## src/rtl/multi_cycle_ctrl_if.sv

```systemverilog
// Control/status bundle between the multi-cycle controller and its datapath.
// The controller sits on the slave side; the datapath (or a bench) on master.
interface multi_cycle_ctrl_if;
  logic [6:0]  opcode_i;
  logic        zero_i;
  logic        mem_ready_i;

  logic        pc_write_o;
  logic        ir_write_o;
  logic        mem_read_o;
  logic        mem_write_o;
  logic        reg_write_o;
  logic        mem_to_reg_o;
  logic        pc_src_o;
  logic        alu_src_a_o;
  logic [1:0]  alu_src_b_o;
  logic [1:0]  ALUOp_o;
  logic [2:0]  state_o;
  logic        instr_done_o;
  logic        illegal_o;
  logic        mem_err_o;
  logic [15:0] instr_cnt_o;

  modport master (
    output opcode_i, zero_i, mem_ready_i,
    input  pc_write_o, ir_write_o, mem_read_o, mem_write_o, reg_write_o,
           mem_to_reg_o, pc_src_o, alu_src_a_o, alu_src_b_o, ALUOp_o,
           state_o, instr_done_o, illegal_o, mem_err_o, instr_cnt_o
  );

  modport slave (
    input  opcode_i, zero_i, mem_ready_i,
    output pc_write_o, ir_write_o, mem_read_o, mem_write_o, reg_write_o,
           mem_to_reg_o, pc_src_o, alu_src_a_o, alu_src_b_o, ALUOp_o,
           state_o, instr_done_o, illegal_o, mem_err_o, instr_cnt_o
  );
endinterface

```

## src/rtl/multi_cycle_ctrl.sv

```systemverilog
// Multi-cycle RISC-V style main controller with memory wait timeout and
// retired-instruction counter.
//
// state  | meaning
// FETCH  | read instruction, PC+4; waits for mem_ready_i
// DECODE | classify opcode, precompute branch target
// EXEC   | ALU operation / branch resolve
// MEM    | data load or store; waits for mem_ready_i
// WB     | register file write
module multi_cycle_ctrl #(
  parameter int WAIT_MAX = 15
) (
  input  logic               clk_i,
  input  logic               rst_i,
  multi_cycle_ctrl_if.slave  bus
);

  typedef enum logic [2:0] {
    ST_FETCH  = 3'd0,
    ST_DECODE = 3'd1,
    ST_EXEC   = 3'd2,
    ST_MEM    = 3'd3,
    ST_WB     = 3'd4
  } state_t;

  typedef enum logic [2:0] {
    CLS_NONE = 3'd0,
    CLS_R    = 3'd1,
    CLS_I    = 3'd2,
    CLS_LD   = 3'd3,
    CLS_SD   = 3'd4,
    CLS_BEQ  = 3'd5
  } cls_t;

  state_t      r_state;
  state_t      w_state_nxt;
  cls_t        r_cls;
  cls_t        w_cls_dec;
  logic [3:0]  r_wait;
  logic [3:0]  w_wait_nxt;
  logic [15:0] r_instr_cnt;
  logic        w_waiting;
  logic        w_timeout;
  logic        w_done;
  logic        w_illegal;
  logic        w_mem_err;

  // Opcode class decode; anything unrecognised is illegal (CLS_NONE).
  always_comb begin
    w_cls_dec = CLS_NONE;
    case (bus.opcode_i)
      7'b0110011: w_cls_dec = CLS_R;
      7'b0010011: w_cls_dec = CLS_I;
      7'b0000011: w_cls_dec = CLS_LD;
      7'b0100011: w_cls_dec = CLS_SD;
      7'b1100011: w_cls_dec = CLS_BEQ;
      default:    w_cls_dec = CLS_NONE;
    endcase
  end

  assign w_waiting = ((r_state == ST_FETCH) || (r_state == ST_MEM)) && !bus.mem_ready_i;
  // mem_ready_i wins over timeout because w_waiting already requires it low.
  assign w_timeout = w_waiting && (r_wait == 4'(WAIT_MAX));

  // Next-state and datapath control decode.
  always_comb begin
    w_state_nxt      = ST_FETCH;
    w_done           = 1'b0;
    w_illegal        = 1'b0;
    w_mem_err        = 1'b0;
    bus.pc_write_o   = 1'b0;
    bus.ir_write_o   = 1'b0;
    bus.mem_read_o   = 1'b0;
    bus.mem_write_o  = 1'b0;
    bus.reg_write_o  = 1'b0;
    bus.mem_to_reg_o = 1'b0;
    bus.pc_src_o     = 1'b0;
    bus.alu_src_a_o  = 1'b0;
    bus.alu_src_b_o  = 2'b00;
    bus.ALUOp_o      = 2'b00;
    case (r_state)
      ST_FETCH: begin
        // An aborted access drops its strobe in the timeout cycle.
        bus.mem_read_o  = !w_timeout;
        bus.alu_src_b_o = 2'b01;
        if (bus.mem_ready_i) begin
          bus.ir_write_o = 1'b1;
          bus.pc_write_o = 1'b1;
          w_state_nxt    = ST_DECODE;
        end else begin
          w_mem_err   = w_timeout;
          w_state_nxt = ST_FETCH;
        end
      end
      ST_DECODE: begin
        bus.alu_src_b_o = 2'b10;
        if (w_cls_dec == CLS_NONE) begin
          w_illegal   = 1'b1;
          w_state_nxt = ST_FETCH;
        end else begin
          w_state_nxt = ST_EXEC;
        end
      end
      ST_EXEC: begin
        bus.alu_src_a_o = 1'b1;
        case (r_cls)
          CLS_R: begin
            bus.ALUOp_o = 2'b10;
            w_state_nxt = ST_WB;
          end
          CLS_I: begin
            bus.alu_src_b_o = 2'b10;
            bus.ALUOp_o     = 2'b11;
            w_state_nxt     = ST_WB;
          end
          CLS_LD, CLS_SD: begin
            bus.alu_src_b_o = 2'b10;
            w_state_nxt     = ST_MEM;
          end
          CLS_BEQ: begin
            bus.ALUOp_o    = 2'b01;
            bus.pc_src_o   = 1'b1;
            bus.pc_write_o = bus.zero_i;
            w_done         = 1'b1;
            w_state_nxt    = ST_FETCH;
          end
          default: w_state_nxt = ST_FETCH;
        endcase
      end
      ST_MEM: begin
        bus.mem_read_o  = (r_cls == CLS_LD) && !w_timeout;
        bus.mem_write_o = (r_cls == CLS_SD) && !w_timeout;
        if ((r_cls != CLS_LD) && (r_cls != CLS_SD)) begin
          w_state_nxt = ST_FETCH;
        end else if (bus.mem_ready_i) begin
          w_done      = (r_cls == CLS_SD);
          w_state_nxt = (r_cls == CLS_LD) ? ST_WB : ST_FETCH;
        end else if (w_timeout) begin
          w_mem_err   = 1'b1;
          w_state_nxt = ST_FETCH;
        end else begin
          w_state_nxt = ST_MEM;
        end
      end
      ST_WB: begin
        bus.reg_write_o  = 1'b1;
        bus.mem_to_reg_o = (r_cls == CLS_LD);
        w_done           = 1'b1;
        w_state_nxt      = ST_FETCH;
      end
      default: w_state_nxt = ST_FETCH;
    endcase
  end

  // Wait counter restarts on every state change (covers entry to FETCH/MEM)
  // and after a timeout, otherwise counts stalled cycles.
  always_comb begin
    w_wait_nxt = r_wait;
    if ((w_state_nxt != r_state) || w_timeout) begin
      w_wait_nxt = 4'd0;
    end else if (w_waiting) begin
      w_wait_nxt = r_wait + 4'd1;
    end
  end

  // State, latched class, wait counter and retired count registers.
  always_ff @(posedge clk_i) begin
    if (rst_i) begin
      r_state     <= ST_FETCH;
      r_cls       <= CLS_NONE;
      r_wait      <= 4'd0;
      r_instr_cnt <= 16'd0;
    end else begin
      r_state <= w_state_nxt;
      r_wait  <= w_wait_nxt;
      if (r_state == ST_DECODE) begin
        r_cls <= w_cls_dec;
      end
      if (w_done) begin
        r_instr_cnt <= r_instr_cnt + 16'd1;
      end
    end
  end

  // Reset in the same cycle suppresses any status pulse.
  assign bus.instr_done_o = w_done    && !rst_i;
  assign bus.illegal_o    = w_illegal && !rst_i;
  assign bus.mem_err_o    = w_mem_err && !rst_i;
  assign bus.state_o      = r_state;
  assign bus.instr_cnt_o  = r_instr_cnt;

endmodule

```

## src/flat_wrapper.sv

```systemverilog
// flat-port wrapper written by rule: the top's interface ports become plain ports
module multi_cycle_ctrl_flat 
#(
  parameter int WAIT_MAX = 15
)
  (clk_i, rst_i, bus_opcode_i, bus_zero_i, bus_mem_ready_i, bus_pc_write_o, bus_ir_write_o, bus_mem_read_o, bus_mem_write_o, bus_reg_write_o, bus_mem_to_reg_o, bus_pc_src_o, bus_alu_src_a_o, bus_alu_src_b_o, bus_ALUOp_o, bus_state_o, bus_instr_done_o, bus_illegal_o, bus_mem_err_o, bus_instr_cnt_o);
  multi_cycle_ctrl_if bus_i ();
  input  logic clk_i;
  input  logic rst_i;
  input wire logic [$bits(bus_i.opcode_i)-1:0] bus_opcode_i;
  input wire logic [$bits(bus_i.zero_i)-1:0] bus_zero_i;
  input wire logic [$bits(bus_i.mem_ready_i)-1:0] bus_mem_ready_i;
  output wire logic [$bits(bus_i.pc_write_o)-1:0] bus_pc_write_o;
  output wire logic [$bits(bus_i.ir_write_o)-1:0] bus_ir_write_o;
  output wire logic [$bits(bus_i.mem_read_o)-1:0] bus_mem_read_o;
  output wire logic [$bits(bus_i.mem_write_o)-1:0] bus_mem_write_o;
  output wire logic [$bits(bus_i.reg_write_o)-1:0] bus_reg_write_o;
  output wire logic [$bits(bus_i.mem_to_reg_o)-1:0] bus_mem_to_reg_o;
  output wire logic [$bits(bus_i.pc_src_o)-1:0] bus_pc_src_o;
  output wire logic [$bits(bus_i.alu_src_a_o)-1:0] bus_alu_src_a_o;
  output wire logic [$bits(bus_i.alu_src_b_o)-1:0] bus_alu_src_b_o;
  output wire logic [$bits(bus_i.ALUOp_o)-1:0] bus_ALUOp_o;
  output wire logic [$bits(bus_i.state_o)-1:0] bus_state_o;
  output wire logic [$bits(bus_i.instr_done_o)-1:0] bus_instr_done_o;
  output wire logic [$bits(bus_i.illegal_o)-1:0] bus_illegal_o;
  output wire logic [$bits(bus_i.mem_err_o)-1:0] bus_mem_err_o;
  output wire logic [$bits(bus_i.instr_cnt_o)-1:0] bus_instr_cnt_o;
  assign bus_i.opcode_i = bus_opcode_i;
  assign bus_i.zero_i = bus_zero_i;
  assign bus_i.mem_ready_i = bus_mem_ready_i;
  assign bus_pc_write_o = bus_i.pc_write_o;
  assign bus_ir_write_o = bus_i.ir_write_o;
  assign bus_mem_read_o = bus_i.mem_read_o;
  assign bus_mem_write_o = bus_i.mem_write_o;
  assign bus_reg_write_o = bus_i.reg_write_o;
  assign bus_mem_to_reg_o = bus_i.mem_to_reg_o;
  assign bus_pc_src_o = bus_i.pc_src_o;
  assign bus_alu_src_a_o = bus_i.alu_src_a_o;
  assign bus_alu_src_b_o = bus_i.alu_src_b_o;
  assign bus_ALUOp_o = bus_i.ALUOp_o;
  assign bus_state_o = bus_i.state_o;
  assign bus_instr_done_o = bus_i.instr_done_o;
  assign bus_illegal_o = bus_i.illegal_o;
  assign bus_mem_err_o = bus_i.mem_err_o;
  assign bus_instr_cnt_o = bus_i.instr_cnt_o;
  multi_cycle_ctrl #(.WAIT_MAX(WAIT_MAX)) u_core (.clk_i(clk_i), .rst_i(rst_i), .bus(bus_i));
endmodule
```

## config.mk

```make
export PLATFORM = sky130hd
export DESIGN_NAME = multi_cycle_ctrl_flat
export DESIGN_NICKNAME = d
export VERILOG_FILES = /design/src/rtl/multi_cycle_ctrl_if.sv /design/src/rtl/multi_cycle_ctrl.sv /design/src/flat_wrapper.sv
export SDC_FILE = /design/constraint.sdc
export NUM_CORES = 1
export LEC_CHECK = 0
export BUFFER_PORTS_ARGS = -buffer_cell sky130_fd_sc_hd__clkbuf_2
export CAP_MARGIN = 20
export CORE_ASPECT_RATIO = 0.6
export CORE_MARGIN = 1.5
export CORE_UTILIZATION = 50
export CTS_BUF_LIST = sky130_fd_sc_hd__clkbuf_16
export CTS_CLUSTER_SIZE = 25
export DETAILED_ROUTE_END_ITERATION = 7
export GPL_TIMING_DRIVEN = 0
export PLACE_DENSITY = 0.83
export SLEW_MARGIN = 20
export SYNTH_ARGS = -nofsm -noshare
export SYNTH_HDL_FRONTEND = slang
export SYNTH_SLANG_ARGS = --single-unit
```

## constraint.sdc

```tcl
create_clock -name clk_i -period 5.5 [get_ports clk_i]
set_input_delay 0.55 -clock clk_i [delete_from_list [all_inputs] [get_ports clk_i]]
set_output_delay 0.55 -clock clk_i [all_outputs]
set_load 0.02 [all_outputs]
```

==> results of run 1 <==
-- per-layer routing --
metal	global-route usage (%)	vias to the layer above
li1	-	861
met1	31.84	787
met2	36.70	62
met3	6.355	2
met4	4.286	0
met5	0	-
-- worst max path at each step --
stage	slack [ps]	startpoint	to
final	2790	u_core.r_cls[0]	bus_instr_done_o
after global routing	2650	u_core.r_cls[0]	bus_instr_done_o
after CTS	2790	u_core.r_cls[0]	bus_instr_done_o
after detailed placement	3080	rst_i	bus_illegal_o
after global placement	3080	rst_i	bus_illegal_o
after floorplan	3140	u_core.bus.state_o[2]	bus_instr_done_o
-- power by group through the flow --
stage / sequential, mW / clock (mW) / combinational (mW)
floorplan: 0.194 / 0 / 0.0192
global placement: 0.194 / 0 / 0.0297
detailed placement: 0.194 / 0 / 0.0306
CTS: 0.190 / 0.163 / 0.0306
global route: 0.190 / 0.170 / 0.0343
finish: 0.190 / 0.162 / 0.0306
-- registers in the layout, summed over array words and instances, names as in the netlist --
name and cells:
u_core.bus.instr_cnt_o 16, u_core.r_wait 4, u_core.bus.state_o 3, u_core.r_cls 3
-- cell usage in the layout, fill, tap and decap left out, drive strengths merged, types with 3 or more instances in the layout --
cell and instances:
mux2 14, nand3b 5, or3b 4, a2111oi 3, inv 5, and2 5
a21oi 18, nor2 26, buf 6, dfxtp 26, a211oi 4, nand2b 4
o21ai 7, xor2 4, nand2 12, nor2b 16, nor3 7, nand3 9
nand4 6, clkbuf 55
-- critical path, delay by kind of cell (launching register included) --
kind | cells | cell delay, ps
flip-flops | 1 | 290
buffers and inverters | 3 | 680
AND/OR/NAND/NOR | 2 | 720
AO/OA/AOI/OAI | 1 | 200
-- per-stage QoR --
| step | std cells | util (%) | power (mW) | cell area, um2 | hold WS (ps) |
|---|---|---|---|---|---|
| after detailed placement | 301 | 60.62 | 0.2250 | 1978 | 472.1 |
| after floorplan | 213 | - | 0.2137 | 1707 | 448.4 |
| after global routing | 304 | 62.92 | 0.3950 | 2053 | 507.2 |
| after CTS | 304 | 62.92 | 0.3840 | 2053 | 485.0 |
| after global placement | 301 | 60.62 | 0.2240 | 1978 | 460.0 |
| final | 304 | 62.92 | 0.3827 | 2053 | 484.8 |
-- cell type report --
| type | instances | area (um2) |
|---|---|---|
| fill | 290 | 1210 |
| multi-input combinational | 167 | 1107 |
| sequential | 26 | 520.5 |
| timing repair buffer | 43 | 215.2 |
| clock buffer | 3 | 75.07 |
| buffer | 15 | 60.06 |
| tap | 45 | 56.30 |
| inverter | 5 | 18.77 |
-- cell families (layout without fill, tap and decap cells) --
family	Yosys count	in the layout	synth area share, %
AOI/OAI and AO/OA	40	40	17.30
xor gates and xnor gates	6	6	3.079
adders and majority gates	2	2	1.466
buffers and inverters	20	66	4.618
DFF	26	26	30.50
muxes	14	14	9.237
and+or+nand+nor	105	105	33.80
-- cell usage after synthesis (3+ instances only) --
library cell   n  area [um2]
a211oi_1       4       30.03
a21oi_1       18       90.09
and2_1         5       31.28
buf_1          3       11.26
buf_2          3       15.01
clkbuf_1       9       33.78
dfxtp_1       26       520.5
inv_1          5       18.77
mux2_2        12       135.1
nand2_1       12       45.04
nand2b_1       4       25.02
nand3_1        8       40.04
nand3b_1       5       37.54
nand4_1        6       37.54
nor2_1        26       97.59
nor2b_1       16       100.1
nor3_1         7       35.03
o21ai_0        7       35.03
xor2_1         4       35.03
==> reports/metrics.yaml, run 1 <==
p_per_area_nw_per_um2: 186.4
slew_viol_final: 0
min_to: "u_core.r_wait[1]"
cts_setup_buffers: 0
grt_pass1_wl_um: 6610
cp-end-kind: "output pin"
clk_pin_slew_ps: 70
initial_utilization_pct: 52.30
cts_tree: "built"
period_share_pct: 49.23
die_area_um2: 3784
clkLatencyLatePin_ps: 260
cts_buffer_depth: 2
min_from: "u_core.r_wait[1]"
cp_max_fo: 10
crit_top_cell: "clkbuf_1"
gp_congestion: 0.8754
max_cap_violations: 0
synth_cells: 213
r2r-start: "u_core.r_cls[0]"
hold_viol: 0
grt_util_all_layers_pct: 22.90
holdPathStages: 2
r2r_slack_ps: 3310
layout-drive-gt1-share_pct: 26.64
grt_pass1_vias: 1403
via_count: 1712
root_buffer: "clkbuf_16"
finalSetupViolations: 0
synth_nets: 226
routedWlPerCell_um: 13.94
post-place-ws_ps: 3082
rsz0062_at_grt: "no"
seq_power_share_pct: 49.7
synth-seq-cells: 26
wl_met2_um: 1764
slew_headroom_pct: 64.18
p_leak_nw: 0.8219
post_cts_resized: 0
met1_length_um: 2147
fin_ws_ps: 2792
synth-main-ff-cell: "dfxtp_1"
ant_nets: 0
ioPinCount: 45
ys_seq_area_share_pct: 30.50
min_period_ps: 2708
htreeDepth: 1
synthesis.area_per_instance_um2: 8.012
r2r_cells: 6
hold_path_class: "flop to flop"
intPower_mw: 0.2963
antenna_found_initial: 0
viasPerCell: 5.632
crit_type: "flop to output pin"
clkPwrFrac_pct: 42.3
cts_buffers: 3
max_freq_mhz: 369.3
fin_skew_ps: 7.412
ys.warnings.count: 0
slowest_delay_ps: 410
p_sw_mw: 0.08637
core_um2: 3263
dp_hpwl_um: 3209
top_layer: "met4"
rows: 16
chipWidth_um: 78.43
die_y_um: 48.26
ys_types: 40
drt_pass1_iterations: 4
cts_hold_buf: 0
cp_cell_sequence: "clkbuf_1 -> nor3b_1 -> nand3_2 -> clkbuf_1 -> a21oi_1 -> clkbuf_2"
overflow: 0
n_antenna_cell: 0
area_growth_pct: 20.31
required_ps: 4950
layout.nets: 274
status: "completed"
portBuffers: 43
finalWirelength_um: 4239
fin_tns_setup_ps: 0
synth-async-reset-ratio_pct: 0
irDropWorstVdd_mv: 0.1303
rr_endpoint: "u_core.bus.instr_cnt_o[5]"
tightest_slew_ps: 537.3
wl_met3_um: 314
first_iter_violations: 113
cts.sinks: 26
switching_share_pct: 22.57
synth-edff-count: 0
cp-start-kind: "flop"
drc: 0
cp.arrival_ps: 2160
synth_area_um2: 1707
grt_max_degree: 14
slowest_stage: "nor3b_1"
p_comb_share_pct: 8.0
Power figures use the tool's default switching activity.
==> run 2, diff against run 1 <==
- ABC_AREA: default -> 1
- CORE_UTILIZATION: 50 -> 46
- PLACE_DENSITY: 0.83 -> 0.82
- clock period: 5.5 -> 2.4 ns (I/O delays scaled with it)
==> run 2 against run 1 <==
Via count fell by 3.4%. Die area fell by 1.4%. Clock power rose by 130%. Global-route usage fell by 2.9 points. Core utilization fell by 4.2 points. Wire length fell by 13%. Largest cell class unchanged. Highest routed layer unchanged.
==> reports/metrics.yaml, run 2 <==
cp-end-kind: "output pin"
die_area_um2: 3733
synth-edff-count: 0
synth_most_common_cell: "nand2_1"
dp.cells: 323
via_count: 1653
hold_viol: 0
chipWidth_um: 77.89
routedWlPerCell_um: 11.30
finalSetupViolations: 0
fin_tns_setup_ps: 0
rr_endpoint: "u_core.bus.instr_cnt_o[10]"
initial_utilization_pct: 47.72
p_leak_nw: 0.8545
htreeDepth: 1
portBuffers: 44
synth_common_cells: "nand2_1, nor2_1, inv_1, dfxtp_1, a21oi_1"
rsz0062_at_grt: "no"
core_um2: 3243
cp.arrival_ps: 1670
clk_pin_slew_ps: 70
synth-main-ff-cell: "dfxtp_1"
fin_cells: 327
cts_tree: "built"
min_from: "bus_opcode_i[4]"
ioPinCount: 45
grt_pass1_wl_um: 5747
r2r-start: "u_core.bus.instr_cnt_o[0]"
most-common-layout-cells: "nand2_1, clkbuf_2, nor2_1, inv_1, dfxtp_1"
cts_setup_buffers: 0
first_iter_violations: 142
viasPerCell: 5.055
dp_hpwl_um: 2827
grt_util_all_layers_pct: 20.05
ant_nets: 0
root_buffer: "clkbuf_16"
area_growth_pct: 22.96
synth_area_um2: 1548
layout.nets: 296
max_freq_mhz: 524.1
p_per_area_nw_per_um2: 469.8
synth_nets: 247
synth-async-reset-ratio_pct: 0
post_cts_resized: 0
slew_headroom_pct: 63.47
largest_register_ffs: 16
status: "completed"
crit_type: "flop to output pin"
layout_commonest_cell: "nand2_1"
cts_buffers: 3
finalWirelength_um: 3694
synth_cells: 234
hold_path_class: "input port to flop"
required_ps: 2160
synth_area_leaders: "dfxtp_1, nand2_1, nor2_1"
holdPathStages: 4
synth-seq-cells: 26
power_mw: 0.8941
antenna_found_initial: 0
die_y_um: 47.93
ys.warnings.count: 0
synthesis.area_per_instance_um2: 6.614
max_cap_violations: 0
r2r_cells: 7
drt_pass1_iterations: 5
min_to: "u_core.r_cls[0]"
cts_buffer_depth: 2
rows: 16
cts.sinks: 26
cp-start-kind: "flop"
grt_max_degree: 15
n_antenna_cell: 0
layout-drive-gt1-share_pct: 25.18
cts_hold_buf: 0
irDropWorstVdd_mv: 0.2370
drc: 0
fin_skew_ps: 4.938
period_share_pct: 79.50
clkLatencyLatePin_ps: 260
gp_congestion: 0.8608
min_period_ps: 1908
overflow: 0
synth_top_cell_area_share_pct: 33.63
slew_viol_final: 0
critPathLaunch: "u_core.bus.state_o[0]"
r2r_slack_ps: 620
final_util_pct: 58.68
cp_max_fo: 7
grt_pass1_vias: 1307
synth_area_leader_cell: "dfxtp_1"
ys_types: 33
ys_seq_area_share_pct: 33.63
tightest_slew_ps: 547.9
[run 2: cell count changes after synthesis, sizes merged, moves of 5 or more]
cell / change
mux2: -13
nand3: +8
and2: -5
o21ai: +5
nand3b: -5
nor2b: -16
nand2: +43
inv: +26
clkbuf: -7
nor2: +13
[run 2: per-layer routing]
metal,share of wire [%],up-vias,track usage [%]
met5,0,-,0
met4,1.2,0,5.818
met3,6.9,6,5.333
met2,40,59,28.70
met1,52,732,29.41
li1,-,856,-
[run 2: critical path, cell delays in order (launching register included)]
cell and delay (ps):
dfxtp_1 510, nand3_2 150, nor2_2 170, nand2_2 80
nand2_4 110, inv_2 70, nor2_2 120, clkbuf_2 190
[run 2: worst max-delay path by stage]
stage | cells past startpoint | endpoint
after floorplan | 3 | bus_mem_to_reg_o
after global placement | 7 | u_core.bus.instr_cnt_o[10]
after detailed placement | 7 | u_core.bus.instr_cnt_o[10]
after CTS | 7 | bus_instr_done_o
after global routing | 7 | bus_instr_done_o
final | 7 | bus_instr_done_o
[run 2: where the power goes]
part,internal [mW],switching (mW)
Combinational,0.0278,0.0517
Clock,0.223,0.150
Sequential,0.436,0.00573
[run 2: final cells by class]
cell class | instances | area, um2
fill | 311 | 1340
inverter | 32 | 120.1
clock inverter | 1 | 3.754
timing repair buffer | 44 | 220.2
multi-input combinational | 172 | 887.1
clock buffer | 3 | 75.07
buffer | 4 | 20.02
sequential | 26 | 520.5
tap | 45 | 56.30
[run 2: kinds of logic (layout without fill, tap and decap cells)]
logic type | count (synthesis) | after routing | synth area share (%)
AOI/OAI and AO/OA | 37 | 37 | 13.26
xor gates and xnor gates | 4 | 4 | 2.264
adders and majority gates | 2 | 2 | 1.617
buffers and inverters | 36 | 84 | 9.054
DFF | 26 | 26 | 33.63
muxes | 1 | 1 | 0.7275
and+or+nand+nor | 128 | 128 | 39.45
[run 2: stage by stage]
step	setup slack [ps]	instance area (um2)	hold slack [ps]
2_1_floorplan	588.6	1548	427.3
3_3_place_gp	682.8	1824	451.9
3_5_place_dp	670.4	1824	458.0
4_1_cts	515.6	1903	280.5
5_1_grt	376.2	1903	288.1
6_report	492.0	1903	287.4
==> run 3, diff against run 2 <==
- CORE_UTILIZATION: 46 -> 50
- PLACE_DENSITY: 0.82 -> 0.84
- clock period: 2.4 -> 1.85 ns (I/O delays scaled with it)
==> run 3 against run 2 <==
Core utilization rose by 7.9 points. Count of clock-buffer cells in the layout did not move. Design area rose by 1.7%. Register-to-register slack got worse by 400 ps. Largest power group unchanged. Highest routed layer unchanged.
==> reports/metrics.yaml, run 3 (same netlist as run 2, synthesis figures left out) <==
status: "completed"
gp_congestion: 0.8954
min_to: "u_core.r_cls[0]"
irDropWorstVdd_mv: 0.3311
drc: 0
finalSetupViolations: 0
p_leak_nw: 0.8521
htreeDepth: 1
antenna_found_initial: 0
cts_tree: "built"
largest_register_ffs: 16
chipWidth_um: 74.83
cp_max_fo: 8
drt_pass1_iterations: 4
dp_hpwl_um: 2942
required_ps: 1660
slowest_stage: "dfxtp_2"
layout-drive-gt1-share_pct: 28.11
portBuffers: 44
layout.nets: 296
hold_path_class: "input port to flop"
finalWirelength_um: 3961
period_share_pct: 95.10
max_cap_violations: 0
grt_util_all_layers_pct: 25.32
r2r_slack_ps: 220
r2r-start: "u_core.bus.instr_cnt_o[0]"
min_period_ps: 1759
cp-end-kind: "output pin"
grt_max_degree: 14
cts_hold_buf: 0
hold_viol: 0
routedWlPerCell_um: 12.26
dp.cells: 320
area_growth_pct: 25.06
rsz0062_at_grt: "no"
r2r_cells: 7
rows: 15
n_antenna_cell: 0
fin_cells: 323
cts_setup_buffers: 0
first_iter_violations: 135
cp_cell_sequence: "nand3_2 -> nor2_4 -> nor2_2 -> nand2_4 -> inv_2 -> nor2_2 -> buf_4"
critPathLaunch: "u_core.bus.state_o[1]"
fin_tns_setup_ps: 0
tightest_slew_ps: 583.2
cp-start-kind: "flop"
cp.arrival_ps: 1570
cts.sinks: 26
max_freq_mhz: 568.4
crit_top_cell: "nor2_2"
ant_nets: 0
p_per_area_nw_per_um2: 597.5
cts_buffer_depth: 2
min_from: "bus_opcode_i[4]"
fin_skew_ps: 4.363
clkLatencyLatePin_ps: 260
slew_headroom_pct: 61.12
viasPerCell: 5.232
layout_commonest_cell: "nand2_1"
core_um2: 2909
holdPathStages: 4
grt_pass1_wl_um: 6527
grt_pass1_vias: 1438
fillCellCount: 266
die_area_um2: 3449
clk_pin_slew_ps: 60
crit_type: "flop to output pin"
final_util_pct: 66.54
rr_endpoint: "u_core.bus.instr_cnt_o[10]"
cts_buffers: 3
overflow: 0
slew_viol_final: 0
via_count: 1690
initial_utilization_pct: 53.20
ioPinCount: 45
root_buffer: "clkbuf_16"
most-common-layout-cells: "nand2_1, clkbuf_2, nor2_1, inv_1, dfxtp_1"
die_y_um: 46.10
slowest_delay_ps: 450
run 3: power breakdown:
group          switching, mW  leakage [nW]  internal [mW]
combinational         0.0710         0.603         0.0365
sequential           0.00746         0.212          0.567
clock                  0.189        0.0370          0.286
total                  0.267         0.852          0.890
run 3: timing repair:
action	4_1_cts	5_1_grt
setup endpoints to repair	1	5
pin swaps	0	1
gates resized for setup	2	11
run 3: stage by stage:
stage / setup slack (ps) / hold WS (ps) / instance area (um2) / total power, mW
global placement: 123.3 / 454.7 / 1821 / 0.6864
detailed placement: 114.6 / 466.7 / 1821 / 0.6895
global route: 16.18 / 251.0 / 1936 / 1.200
finish: 90.65 / 232.5 / 1936 / 1.157
floorplan: 93.61 / 372.3 / 1548 / 0.6547
CTS: 5.514 / 235.5 / 1898 / 1.160
run 3: layout make-up:
type | instances | area [um2] | share of cell area [%]
multi-input cells | 172 | 919.6 | 47.51
repair buffers | 44 | 222.7 | 11.51
flip-flops and latches | 26 | 525.5 | 27.15
clock buffers | 3 | 75.07 | 3.878
inverters | 32 | 120.1 | 6.206
well taps | 42 | 52.55 | 2.715
plain buffers | 4 | 20.02 | 1.034
run 3: worst max-delay path by stage:
stage	end	slack (ps)	depth (start not counted)
2_1_floorplan	bus_mem_to_reg_o	90	3
3_3_place_gp	u_core.bus.instr_cnt_o[10]	120	7
3_5_place_dp	u_core.bus.instr_cnt_o[10]	110	7
4_1_cts	bus_instr_done_o	6	8
5_1_grt	bus_instr_done_o	20	8
6_report	bus_instr_done_o	90	7
run 3: worst max-delay path, delay by kind of cell (launching register included):
kind	cells	cell delay, ps
AND/OR/NAND/NOR	5	630
flip-flops	1	450
buffers and inverters	2	240
run 3: per-layer routing:
metal  GRT usage [%]  share of wire, %  wire length [um]
met1           36.72                48              1891
met2           36.64                43              1719
met3           6.783               8.0               316
met4           7.636              0.86                34
met5               0                 0                 0
